File: src/rtl/regfile_multiport.sv
// Parametrised multi-read-port register file with write-to-read bypass, optional
// hardwired zero register and a sequenced bulk-clear engine. REGFILE_DUMP_EN adds a flat dump port.
module regfile_rd_port #(
  parameter int WIDTH    = 16,
  parameter int DEPTH    = 16,
  parameter int ZERO_REG = 0,
  parameter int AW       = 4
) (
  input  logic [DEPTH-1:0][WIDTH-1:0] mem_i,
  input  logic [AW-1:0]               rsel_i,
  input  logic                        byp_en_i,
  input  logic [AW-1:0]               wsel_i,
  input  logic [WIDTH-1:0]            wdata_i,
  output logic [WIDTH-1:0]            rdata_o
);
  always_comb begin
    rdata_o = mem_i[rsel_i];
    if (byp_en_i && (rsel_i == wsel_i)) rdata_o = wdata_i;
    // Register 0 wins over bypass so a discarded write never leaks through.
    if ((ZERO_REG != 0) && (rsel_i == '0)) rdata_o = '0;
  end
endmodule

module regfile_multiport #(
  parameter  int WIDTH    = 16,
  parameter  int DEPTH    = 16,
  parameter  int NREAD    = 2,
  parameter  int BYPASS   = 1,
  parameter  int ZERO_REG = 0,
  localparam int AW       = $clog2(DEPTH)
) (
  input  logic                   clock,
  input  logic                   rst,
  input  logic                   write,
  input  logic [AW-1:0]          select,
  input  logic [WIDTH-1:0]       data,
  input  logic [NREAD*AW-1:0]    rsel,
  output logic [NREAD*WIDTH-1:0] rdata,
  input  logic                   clear_req,
  output logic                   busy,
  output logic                   clear_done,
  output logic                   wr_drop
`ifdef REGFILE_DUMP_EN
  ,
  output logic [WIDTH*DEPTH-1:0] dump
`endif
);
  localparam logic [AW-1:0] LAST = AW'(DEPTH - 1);

  typedef enum logic {IDLE = 1'b0, CLEAR = 1'b1} state_e;

  state_e                        state_q, state_d;
  logic [DEPTH-1:0][WIDTH-1:0]   mem_q;
  logic [AW-1:0]                 idx_q, idx_d;
  logic                          clear_done_q, clear_done_d;
  logic                          wr_drop_q, wr_drop_d;
  logic                          wr_en, byp_en, clr_en, clr_last;

  always_ff @(posedge clock or posedge rst) begin
    if (rst) state_q <= IDLE;
    else     state_q <= state_d;
  end

  always_comb begin
    state_d = state_q;
    case (state_q)
      IDLE:    if (clear_req) state_d = CLEAR;
      CLEAR:   if (idx_q == LAST) state_d = IDLE;
      default: state_d = IDLE;
    endcase
  end

  always_comb begin
    busy     = (state_q == CLEAR);
    clr_en   = (state_q == CLEAR);
    clr_last = clr_en && (idx_q == LAST);
    wr_en    = write && (state_q == IDLE) && !((ZERO_REG != 0) && (select == '0));
    byp_en   = (BYPASS != 0) && write && (state_q == IDLE);
  end

  // idx parks at 0 in IDLE so a new clear always starts from register 0.
  always_comb begin
    idx_d        = clr_en ? idx_q + 1'b1 : '0;
    clear_done_d = clr_last;
    wr_drop_d    = write && busy;
  end

  always_ff @(posedge clock or posedge rst) begin
    if (rst) begin
      mem_q        <= '0;
      idx_q        <= '0;
      clear_done_q <= 1'b0;
      wr_drop_q    <= 1'b0;
    end else begin
      idx_q        <= idx_d;
      clear_done_q <= clear_done_d;
      wr_drop_q    <= wr_drop_d;
      if (wr_en)  mem_q[select] <= data;
      if (clr_en) mem_q[idx_q]  <= '0;
    end
  end

  assign clear_done = clear_done_q;
  assign wr_drop    = wr_drop_q;

  for (genvar k = 0; k < NREAD; k++) begin : g_rd
    regfile_rd_port #(
      .WIDTH(WIDTH), .DEPTH(DEPTH), .ZERO_REG(ZERO_REG), .AW(AW)
    ) u_rd (
      .mem_i   (mem_q),
      .rsel_i  (rsel[k*AW +: AW]),
      .byp_en_i(byp_en),
      .wsel_i  (select),
      .wdata_i (data),
      .rdata_o (rdata[k*WIDTH +: WIDTH])
    );
  end

`ifdef REGFILE_DUMP_EN
  always_comb begin
    dump = mem_q;
    if (ZERO_REG != 0) dump[WIDTH-1:0] = '0;
  end
`endif
endmodule

File: config.mk
export PLATFORM = sky130hd
export DESIGN_NAME = regfile_multiport
export DESIGN_NICKNAME = d
export VERILOG_FILES = /design/src/rtl/regfile_multiport.sv
export SDC_FILE = /design/constraint.sdc
export NUM_CORES = 1
export LEC_CHECK = 0
export ABC_CLOCK_PERIOD_IN_PS = 9000
export BUFFER_PORTS_ARGS = -buffer_cell sky130_fd_sc_hd__buf_2
export CORE_UTILIZATION = 63
export CTS_CLUSTER_DIAMETER = 40
export DETAILED_ROUTE_END_ITERATION = 8
export GPL_ROUTABILITY_DRIVEN = 0
export GPL_TIMING_DRIVEN = 0
export PLACE_DENSITY = 0.86
export SETUP_SLACK_MARGIN = 0.02
export SLEW_MARGIN = 10
export SYNTH_ARGS = -nofsm -noshare
export SYNTH_HDL_FRONTEND = slang
export SYNTH_HIERARCHICAL = 1
export SYNTH_SLANG_ARGS = --single-unit
File: constraint.sdc
create_clock -name clock -period 9 [get_ports clock]
set_input_delay 0.9 -clock clock [delete_from_list [all_inputs] [get_ports clock]]
set_output_delay 0.9 -clock clock [all_outputs]
set_load 0.05 [all_outputs]
==> reports/qor.yml <==
synthToLayoutAreaGrowth_pct: 12.8
clock-sinks: 263
postCtsSetupRepairBufs: 0
fin_crit_sh_pct: 51.8
rows: 58
worstPathCellList: "buf_2, clkbuf_1, buf_2, mux4_2, mux2i_1, mux2i_1, mux2_2, buf_2"
post_dp_cell_area_mm2: 0.0168
ant_nets: 0
setup_viol: 0
initial_core_util_pct: 64.0
syn-mean-instance-area_um2: 10.4
critPathCaptureType: "output pin"
viasPerCell: 7.69
hold_buffers: 0
outcome: "complete, no violations"
hpwl_um: 40200
clockBufferDepth: 3
max_stage_delay_ps: 770
pin_count: 67
grt_overflow: 0
cp_data_required_time_ps: 8100
die_h_um: 162
clk_pin_slew_worst_paths_ps: 60
yosysUniqueCellTypes: 40
grt_setup_unrepaired: "no"
grt_pass1_vias: 15212
die_x_um: 162
grt_max_degree: 99
pre_cts_ws_ps: 4720
fin_ws_ps: 4340
hold_viol_final: 0
synth_area_leader_cell: "dfrtp_1"
max-slew-margin-rel_pct: 21.4
peakVddDrop_mv: 0.275
clock_skew_ps: 12.9
vias: 15371
stdcell_area_mm2: 0.0181
worstSetupPathType: "input pin to output pin"
path_buf_inv: 4
grt_pass1_wl_um: 89400
wl_per_cell_um: 29.5
powerDensity_mw_per_mm2: 312
drv_slew: 0
synth.top_cells.by_area: "dfrtp_1, mux4_2, o21ai_0"
cp.arrival_ps: 3760
core_mm2: 0.0250
nets: 1674
crit_family: "buffers and inverters"
antenna_found_initial: 2
drc: 0
syn_nets: 1572
fin_crit_ps: 4660
yosysWarnings: 6
finalWirelength_um: 59100
cap_violations: 0
syn_inst: 1536
start_kind: "input pin"
numCtsBuffers: 38
leakage_nw: 7.80
synth-seq-area-share_pct: 41.1
drt-initial-drc-count: 3112
grt_use_total_pct: 46.5
drive_gt1_share_pct: 27.0
port-buffer-count: 60
setup_tns_ps: 0
min_path_type: "input pin to asynchronous set/reset pin"
cts_resized: 0
critPathMostFrequentCell: "buf_2"
cp_slowest_cell: "clkbuf_1"
ys_ff_latch: 263
cts_tree: "built"
worst_slew_pin_slew_ps: 1180
cts_root_buf: "clkbuf_16"
h-tree-depth: 2
synth.cell_area_mm2: 0.0160
utilization_pct: 72.2
netlist.area_leader.share_pct: 41.1
dieArea_mm2: 0.0261
clock_latency_ps: 550
fmax_mhz: 215
first_pass_iters: 9
crit_fanout: 10
[layer usage]
layer  routed length (µm)  track usage, %
met5                   11            2.08
met4                 5920            35.2
met3                 9950            18.8
met2                24500            64.8
met1                18700            58.1
[worst paths after layout]
kind,slack [ps],to,cells after the start,from
max,4340,rdata[31],8,rsel[7]
min,420,mem_q[146]$_DFF_PP0_,2,rst
max reg2reg,6880,mem_q[26]$_DFF_PP0_,7,idx_q[1]$_DFF_PP0_
min reg2reg,540,idx_q[0]$_DFF_PP0_,1,idx_q[0]$_DFF_PP0_
max in group asynchronous,7240,mem_q[120]$_DFF_PP0_,4,rst
min in group clock,540,idx_q[0]$_DFF_PP0_,1,idx_q[0]$_DFF_PP0_
[state kept, by name, summed over array words and instances, names as in the netlist]
register and cells:
clear_done 1, busy 1, wr_drop 1, mem_q 256
idx_q 4
[through the flow]
stage | instances | total power, mW | hold WS [ps]
floorplan | 1536 | 3.39 | 475
global placement | 1926 | 3.87 | 496
detailed placement | 1928 | 4.00 | 510
CTS | 1998 | 5.51 | 459
global route | 1998 | 5.80 | 496
finish | 2000 | 5.65 | 423
[power by group]
part           internal (mW)  switching, mW  leakage (nW)
Combinational          0.814           1.21          3.64
Clock                  0.893          0.619         0.628
Sequential              1.68          0.438          3.53
[area by class of cell]
class,instances,area [µm²]
flip-flops and latches,263,6580
repair buffers,62,355
diodes,2,5.00
well taps,330,413
clock inverters,27,256
inverters,4,22.5
plain buffers,174,1000
multi-input cells,1095,8430
fillers,1655,6950
clock buffers,43,1020
[cell usage after synthesis, drive strengths merged]
cell type	instances
a21oi	4
and2	15
and2b	1
and4b	1
and4bb	2
buf	137
clkbuf	37
dfrtp	263
ha	4
inv	4
mux2	32
mux2i	96
mux4	128
nand2	255
nand2b	1
nand3	234
nand4	27
nand4b	9
nand4bb	5
nor2	7
nor2b	3
nor3	2
nor4	2
nor4b	1
o21ai	256
xnor2	3
xor2	7
[kinds of logic after synthesis]
kind of cell,share of synthesized area (%)
AOI/OAI and AO/OA,8.12
xor gates and xnor gates,0.546
adders and majority gates,0.312
buffers and inverters,6.34
DFF,41.1
muxes,26.2
and+or+nand+nor,17.4
[placed cells by master (no fill, tap or decap), drive strengths merged, types with 3 or more instances in the layout]
master / instances
dfrtp: 263
o21ai: 256
nand2: 255
nand3: 234
buf: 199
mux4: 128
mux2i: 96
clkbuf: 80
mux2: 32
nand4: 27
and2: 15
inv: 15
clkinv: 10
nand4b: 9
xor2: 7
nor2: 7
nand4bb: 5
a21oi: 4
ha: 4
clkinvlp: 4
xnor2: 3
nor2b: 3
Note: power is estimated with default switching activity, not from simulation.
